## src/rtl/cory_deser_pkg.sv

```systemverilog
//------------------------------------------------------------------------------
// Module   : cory_deser_pkg
// Brief    : Shared width helper for the cory stream blocks.
// Revision : 1.0
//------------------------------------------------------------------------------
`default_nettype none
`ifndef CORY_DESER_PKG_SV
`define CORY_DESER_PKG_SV

package cory_deser_pkg;

    // Width of a beat-count field able to hold 0..k.
    function automatic int cory_cw(input int k);
        return $clog2(k + 1);
    endfunction

endpackage

`endif
`default_nettype wire

```

## src/rtl/cory_queue.sv

```systemverilog
//------------------------------------------------------------------------------
// Module   : cory_queue
// Brief    : Valid/ready FIFO of depth Q; Q=0 degenerates to a wire.
// Revision : 1.0
//------------------------------------------------------------------------------
`default_nettype none

module cory_queue #(
    parameter int W = 8,
    parameter int Q = 0
) (
    input  logic         clk,
    input  logic         reset_n,
    input  logic         i_a_v,
    input  logic [W-1:0] i_a_d,
    output logic         o_a_r,
    output logic         o_z_v,
    output logic [W-1:0] o_z_d,
    input  logic         i_z_r
);

    generate
        if (Q == 0) begin : g_pass
            logic w_unused;
            assign w_unused = clk ^ reset_n;
            assign o_z_v    = i_a_v;
            assign o_z_d    = i_a_d;
            assign o_a_r    = i_z_r;
        end else begin : g_fifo
            localparam int P = (Q > 1) ? $clog2(Q) : 1;
            localparam logic [P-1:0] c_last_ptr = P'(Q - 1);
            localparam logic [P:0]   c_depth    = (P + 1)'(Q);

            logic [W-1:0] r_mem [Q];
            logic [P-1:0] r_wp;
            logic [P-1:0] r_rp;
            logic [P:0]   r_cnt;
            logic         w_push;
            logic         w_pop;

            assign o_a_r  = (r_cnt != c_depth);
            assign o_z_v  = (r_cnt != '0);
            assign o_z_d  = r_mem[r_rp];
            assign w_push = i_a_v & o_a_r;
            assign w_pop  = o_z_v & i_z_r;

            always_ff @(posedge clk) begin
                if (w_push) begin
                    r_mem[r_wp] <= i_a_d;
                end
            end

            always_ff @(posedge clk or negedge reset_n) begin
                if (!reset_n) begin
                    r_wp  <= '0;
                    r_rp  <= '0;
                    r_cnt <= '0;
                end else begin
                    if (w_push) begin
                        r_wp <= (r_wp == c_last_ptr) ? '0 : r_wp + 1'b1;
                    end
                    if (w_pop) begin
                        r_rp <= (r_rp == c_last_ptr) ? '0 : r_rp + 1'b1;
                    end
                    if (w_push && !w_pop) begin
                        r_cnt <= r_cnt + 1'b1;
                    end else if (!w_push && w_pop) begin
                        r_cnt <= r_cnt - 1'b1;
                    end
                end
            end
        end
    endgenerate

endmodule

`default_nettype wire

```

## src/rtl/cory_deser.sv

```systemverilog
//------------------------------------------------------------------------------
// Module   : cory_deser
// Brief    : Packs K N-bit beats (beat 0 in the LSBs) into one A-bit word,
//            with early termination, zero padding and a beat-count tag.
// Revision : 1.0
//------------------------------------------------------------------------------
`default_nettype none

module cory_deser
    import cory_deser_pkg::*;
#(
    parameter int N = 8,
    parameter int K = 2,
    parameter int A = N * K,
    parameter int C = cory_cw(K),
    parameter int Q = 0
) (
    input  logic         clk,
    input  logic         reset_n,
    input  logic         i_a_v,
    input  logic [N-1:0] i_a_d,
    input  logic         i_a_l,
    output logic         o_a_r,
    output logic         o_z_v,
    output logic [A-1:0] o_z_d,
    output logic [C-1:0] o_z_c,
    input  logic         i_z_r
);

    localparam logic [C-1:0] c_cnt_last = C'(K - 1);

    logic [A-1:0]   r_acc;
    logic [C-1:0]   r_cnt;
    logic           r_full;
    logic [C-1:0]   r_wcnt;

    logic           w_int_z_r;
    logic           w_acc_b;
    logic           w_done;
    logic           w_drain;
    logic [A-1:0]   w_acc_nxt;
    logic [A+C-1:0] w_q_in;
    logic [A+C-1:0] w_q_out;

    assign o_a_r   = ~r_full | w_int_z_r;
    assign w_acc_b = i_a_v & o_a_r;
    assign w_done  = w_acc_b & ((r_cnt == c_cnt_last) | i_a_l);
    assign w_drain = r_full & w_int_z_r;

    // The first beat of a word wipes every other slot so a short word is zero-padded.
    always_comb begin
        w_acc_nxt = r_acc;
        for (int i = 0; i < K; i++) begin
            if (C'(i) == r_cnt) begin
                w_acc_nxt[N*i +: N] = i_a_d;
            end else if (r_cnt == '0) begin
                w_acc_nxt[N*i +: N] = '0;
            end
        end
    end

    always_ff @(posedge clk or negedge reset_n) begin
        if (!reset_n) begin
            r_acc  <= '0;
            r_cnt  <= '0;
            r_full <= 1'b0;
            r_wcnt <= '0;
        end else begin
            if (w_acc_b) begin
                r_acc <= w_acc_nxt;
            end
            // A completing beat on the draining cycle keeps full set: back-to-back words.
            if (w_done) begin
                r_full <= 1'b1;
                r_wcnt <= r_cnt + 1'b1;
                r_cnt  <= '0;
            end else begin
                if (w_acc_b) begin
                    r_cnt <= r_cnt + 1'b1;
                end
                if (w_drain) begin
                    r_full <= 1'b0;
                end
            end
        end
    end

    assign w_q_in = {r_wcnt, r_acc};

    cory_queue #(
        .W (A + C),
        .Q (Q)
    ) u_queue (
        .clk     (clk),
        .reset_n (reset_n),
        .i_a_v   (r_full),
        .i_a_d   (w_q_in),
        .o_a_r   (w_int_z_r),
        .o_z_v   (o_z_v),
        .o_z_d   (w_q_out),
        .i_z_r   (i_z_r)
    );

    assign o_z_d = w_q_out[A-1:0];
    assign o_z_c = w_q_out[A +: C];

endmodule

`default_nettype wire

```

## config.mk

```make
export PLATFORM = sky130hd
export DESIGN_NAME = cory_deser
export DESIGN_NICKNAME = d
export VERILOG_FILES = /design/src/rtl/cory_deser_pkg.sv /design/src/rtl/cory_queue.sv /design/src/rtl/cory_deser.sv
export SDC_FILE = /design/constraint.sdc
export NUM_CORES = 1
export LEC_CHECK = 0
export BUFFER_PORTS_ARGS = -buffer_cell sky130_fd_sc_hd__buf_2
export CAP_MARGIN = 20
export CORE_ASPECT_RATIO = 0.75
export CORE_MARGIN = 2
export CORE_UTILIZATION = 44
export CTS_BUF_LIST = sky130_fd_sc_hd__clkbuf_8
export CTS_CLUSTER_DIAMETER = 30
export CTS_CLUSTER_SIZE = 10
export DETAILED_ROUTE_END_ITERATION = 16
export PLACE_DENSITY = 0.81
export SLEW_MARGIN = 0
export SYNTH_ARGS = -nofsm -noshare
export SYNTH_HDL_FRONTEND = slang
export SYNTH_SLANG_ARGS = --single-unit
```

## constraint.sdc

```tcl
create_clock -name clk -period 1.3 [get_ports clk]
set_clock_uncertainty 0.05 [all_clocks]
set_input_delay 0.26 -clock clk [delete_from_list [all_inputs] [get_ports clk]]
set_output_delay 0.26 -clock clk [all_outputs]
set_load 0.01 [all_outputs]
```

# [Word-level counts from Yosys, hierarchy flattened]
# Cells that the tools add are included.
[word_totals] inputBits=13 out_inout_bits=20 register_bits=21 elab_cells=26
[op_classes] add_sub_neg=1 reduce_logical=6 eq_ne=2 n_mux=6 bitwise=6
[op_table] op="two-way mux 8 bit" count=2
[op_table] op="nonzero test 2 bit" count=3
[op_table] op="two-way mux 2 bit" count=2
[op_table] op="AND reduction 2 bit" count=2
[op_table] op="AND 1 bit" count=3
[op_table] op="adder 2 x 1 -> 2 bit, second input constant" count=1
[op_table] op="equality test 1 x 2 -> 1 bit, first input constant" count=1
[op_table] op="equality test 2 x 1 -> 1 bit, second input constant" count=1
[op_table] op="logical NOT 2 bit" count=1
[op_table] op="two-way mux 1 bit" count=2
[op_table] op="OR 1 bit" count=2
[op_table] op="NOT 1 bit" count=1

# [Depth between registers and ports, before layout]
[logic_depth] depth_word=5 mapped_depth=5

# [Hierarchy]
# A second synthesis with hierarchy kept.
[hier_totals] cells_unflattened=78 hier_area_um2=1009.7
[by_module_without_submodules] module="cory_deser" area_each_um2=859.6 n_inst=1 cells_per_inst=58
[by_module_without_submodules] module="cory_queue" area_each_um2=150.1 n_inst=1 cells_per_inst=20

# [Least setup slack after synthesis]
# No wires, ideal clock.
[synth_timing] path_kind="register to register" start="register r_cnt[0]" end="register r_wcnt[0]" period_less_slack_ps=1361 setup_time_ps=125 stages_incl_launch_ff=5 path_slack_ps=-61 required_time_ps=1125 n_path_buf=0 arrival_time_ps=1187 path_cell_list="dfrtp_1 -> ha_1 -> nor2_1 -> nand3b_1 -> mux2_2"
[synth_via] elab_chain_cells=3 word_cells_on_any_way=4 classes_between="1 x add/sub; 1 x eq/ne; 2 x bitwise"
[synth_lines] item="start, declared" line_no="cory_deser.sv:33" text="logic [C-1:0] r_cnt;"
[synth_lines] item="start signal, assigned" line_no="cory_deser.sv:79" text="r_cnt <= r_cnt + 1'b1;"
[synth_lines] item="equality test 2 x 1 -> 1 bit" line_no="cory_deser.sv:47" text="assign w_done = w_acc_b & ((r_cnt == c_cnt_last) | i_a_l);"
[synth_lines] item="OR 1 bit" line_no="cory_deser.sv:47"
[synth_lines] item="AND 1 bit" line_no="cory_deser.sv:47"
[synth_lines] item="end signal, assigned" line_no="cory_deser.sv:75" text="r_wcnt <= r_cnt + 1'b1;"
[synth_lines] item="end, declared" line_no="cory_deser.sv:35" text="logic [C-1:0] r_wcnt;"
# Parallel ways exist; a longest one is shown, timed or not.
# A chain may end at the register's enable or synchronous reset.

# [Worst setup path in the final report]
[layout_timing] start="register r_cnt[1]" end="register r_wcnt[0]"
[layout_via] elab_chain_cells=3
[layout_lines] item="equality test 2 x 1 -> 1 bit" line_no="cory_deser.sv:47"
[layout_lines] item="OR 1 bit" line_no="cory_deser.sv:47"
[layout_lines] item="AND 1 bit" line_no="cory_deser.sv:47"
# No other way between the ends.

==> summary.md <==
| Metric | Value |
|---|---|
| Reg2reg setup slack | -120 ps |
| # clock sinks | 21 |
| WL met2 | 1010 um |
| Residual DRC count | 0 |
| Iteration-0 DRC Markers | 1 |
| Detailed placement HPWL | 1290 um |
| Vias in the first global route | 621 |
| CTS tree | done |
| Met3 WL | 98 um |
| Max Used Layer | met4 |
| Crit Reg-Reg Startpoint | r_cnt[1]$_DFFE_PN0P_ |
| Synth cell types | 16 |
| Worst R2R Path Depth | 5 |
| I/O Buffers | 32 |
| Core Region | 0.00179 mm^2 |
| Vias per cell | 5.21 |
| Post-Route M1 WL | 786 um |
| Max Cap Viol | 0 |
| Status | complete, but fails checks |
| Gpl congestion | 0.704 |
| Total Wirelength | 1920 um |
| Cell area after layout | 0.00117 mm^2 |
| Root buf cell | clkbuf_8 |
| CP Data Required Time | 1410 ps |
| Failing checks | setup timing |
| Pins Over Slew Limit | 0 |
| Leakage | 0.596 nW |
| Crit path DAT | 1530 ps |
| GRT Total Usage | 19.8% |
| Remaining antenna violation count | 0 |
| Final setup violation count | 19 |
| Post-route setup slack | -120 ps |
| Max Root-Sink Buffers | 2 |
| Initial antenna violation count | 0 |
| Buf/Inv on CP | 1 |
| CTS buffer count | 3 |
| Grt ovf | 0 |
| R2R Path End | r_wcnt[0]$_DFFE_PN0P_ |
| CP Max Fanout | 3 |
| Post-Syn Area | 860 um^2 |
| Share of cells above drive strength 1 | 62.2% |
| Worst hold endpoint | r_acc[3]$_DFFE_PN0P_ |
| Routed length per placed instance | 16.0 um |
| First-pass GRT wire length | 3170 um |
| Initial Util | 48.0% |
| Post-synth net total | 73 |
| Fill cells | 150 |
| Via Count | 625 |
| Commonest non-fill, non-tap cell in the layout | buf_2 |
| Crit path kind | register to register |
| Worst skew pair latency | 260 ps |
| Clock slew at reported path FFs | 80 ps |
| Sequential area share after synthesis | 61.1% |
| Worst Setup End Kind | register |
| P&R area growth vs syn | 36.5% |
| Full die area | 0.00233 mm^2 |
| Placed cell areas | 0.00105 mm^2 |
| Worst path cell trace | inv_2 > ha_4 > nor2_4 > nand3b_1 > mux2_4 |
| Slew margin rel. | 70.3% |
| Min-delay src | i_a_d[3] |
| Drt first pass iters | 2 |
| Post-layout net count | 114 |
| Max incr delay on CP | 390 ps |
| Fmax | 704 MHz |
| Fin util | 65.6% |
| PD cells | 2560 mW/mm^2 |
| Most frequent cells in the layout | 32 x buf_2, 20 x dfrtp_1, 8 x a22o_1, 8 x mux2_2, 5 x buf_4 |
| Worst vdd ir | 1.74 mV |
| Minimum clock period | 1420 ps |
| Htree depth | 1 |
| Worst hold-check path type | input port to register |
| Worst-Margin Slew | 445 ps |
| Die X | 55.0 um |
| CP top delay family | flip-flops |
| Final Cycle Share | 109% |
| Hold Fails Final Rpt | 0 |
| Syn. warnings | 0 |
| Rows | 13 |
| Post-Syn Instances | 58 |
| Number of synthesized register bits | 21 |
| Ports | 33 |
| Hold Path Cell Cnt | 2 |
| CP Launch Point | r_cnt[1]$_DFFE_PN0P_ |
| Synth Area per Inst | 14.8 um^2 |
| Diodes inserted | 0 |
| Startpoint Class | register |
| Die Y-Extent | 42.3 um |
| RSZ-0062 raised after global routing | yes |
| Largest net degree at the start of global routing | 22 |
| Worst path slowest cell | dfrtp_1 |
[worst max path at each step]
| stage | end | cells after the start |
|---|---|---|
| after floorplan | r_wcnt[0]$_DFFE_PN0P_ | 4 |
| after global placement | r_acc[6]$_DFFE_PN0P_ | 4 |
| after detailed placement | r_acc[0]$_DFFE_PN0P_ | 4 |
| after CTS | r_acc[4]$_DFFE_PN0P_ | 4 |
| after global routing | r_wcnt[1]$_DFFE_PN0P_ | 5 |
| final | r_wcnt[0]$_DFFE_PN0P_ | 5 |
[kinds of logic (layout without fill, tap and decap cells)]
| logic type | count (synthesis) | after routing | synth area share, % |
|---|---|---|---|
| AO/OA/AOI/OAI | 10 | 10 | 9.61 |
| adder cells (fa/ha/maj) | 2 | 2 | 2.91 |
| buffers and inverters | 4 | 44 | 3.49 |
| flip-flops | 21 | 21 | 61.1 |
| multiplexers | 12 | 12 | 15.6 |
| AND/OR/NAND/NOR | 9 | 9 | 7.28 |
[cells in the mapped netlist (all sizes together)]
| cell | n | area [um^2] |
|---|---|---|
| dfrtp | 21 | 526 |
| mux2 | 11 | 124 |
| a22o | 8 | 70.1 |
| nand2 | 3 | 11.3 |
| buf | 2 | 22.5 |
| ha | 2 | 25.0 |
| inv | 2 | 7.51 |
| and3 | 1 | 11.3 |
| mux2i | 1 | 10.0 |
| nand2b | 1 | 13.8 |
| nand3 | 1 | 10.0 |
| nand3b | 1 | 7.51 |
| nor2 | 1 | 3.75 |
| nor3 | 1 | 5.00 |
| o211ai | 1 | 7.51 |
| o21ai | 1 | 5.00 |
[repair_timing]
action | CTS | global route
hold buffers | 1 | 0
resized for setup | 10 | 1
hold endpoints to repair | 21 | 0
setup endpoints to repair | 18 | 20
pin swaps | 9 | 2
setup buffers | 1 | 1
[sequential cells by signal, summed over array words and instances, names as in the netlist]
name    cells
r_wcnt      2
r_cnt       2
r_full      1
r_acc      16
[final cells by class]
class | count | area, um^2 | share of cell area (%)
sequential | 21 | 527 | 44.9
multi-input combinational | 33 | 355 | 30.3
timing repair buffer | 38 | 208 | 17.7
clock buffer | 3 | 41.3 | 3.52
tap | 22 | 27.5 | 2.35
clock inverter | 1 | 7.51 | 0.640
inverter | 2 | 7.51 | 0.640
[worst register-to-register path, stage by stage, from the launching register on]
cell,delay (ps)
dfrtp_1,390
inv_2,100
ha_4,170
nor2_4,40
nand3b_1,230
mux2_4,340
[per-stage QoR]
step                      setup WS (ps)  setup TNS [ps]  power [mW]  std cells  hold WS [ps]
after floorplan                   -9.32           -18.6        1.85         58         -85.6
after global placement            -62.4            -528        2.31        113           185
after detailed placement           -116           -1050        2.36        113           191
after CTS                         -67.3            -967        2.99        119           184
after global routing               -151           -2160        3.21        120           189
final                              -120           -1460        3.00        120           188
[power breakdown]
group | leakage (nW) | switching [mW] | internal [mW]
Clock | 0.0217 | 0.218 | 0.217
Sequential | 0.260 | 0.184 | 0.978
Combinational | 0.314 | 0.646 | 0.759
[per-layer routing]
metal | vias up | track usage [%]
met5 | - | 0
met4 | 0 | 5.85
met3 | 5 | 6.43
met2 | 20 | 32.1
met1 | 313 | 24.7
li1 | 287 | -
(Power assumes the default switching activity.)
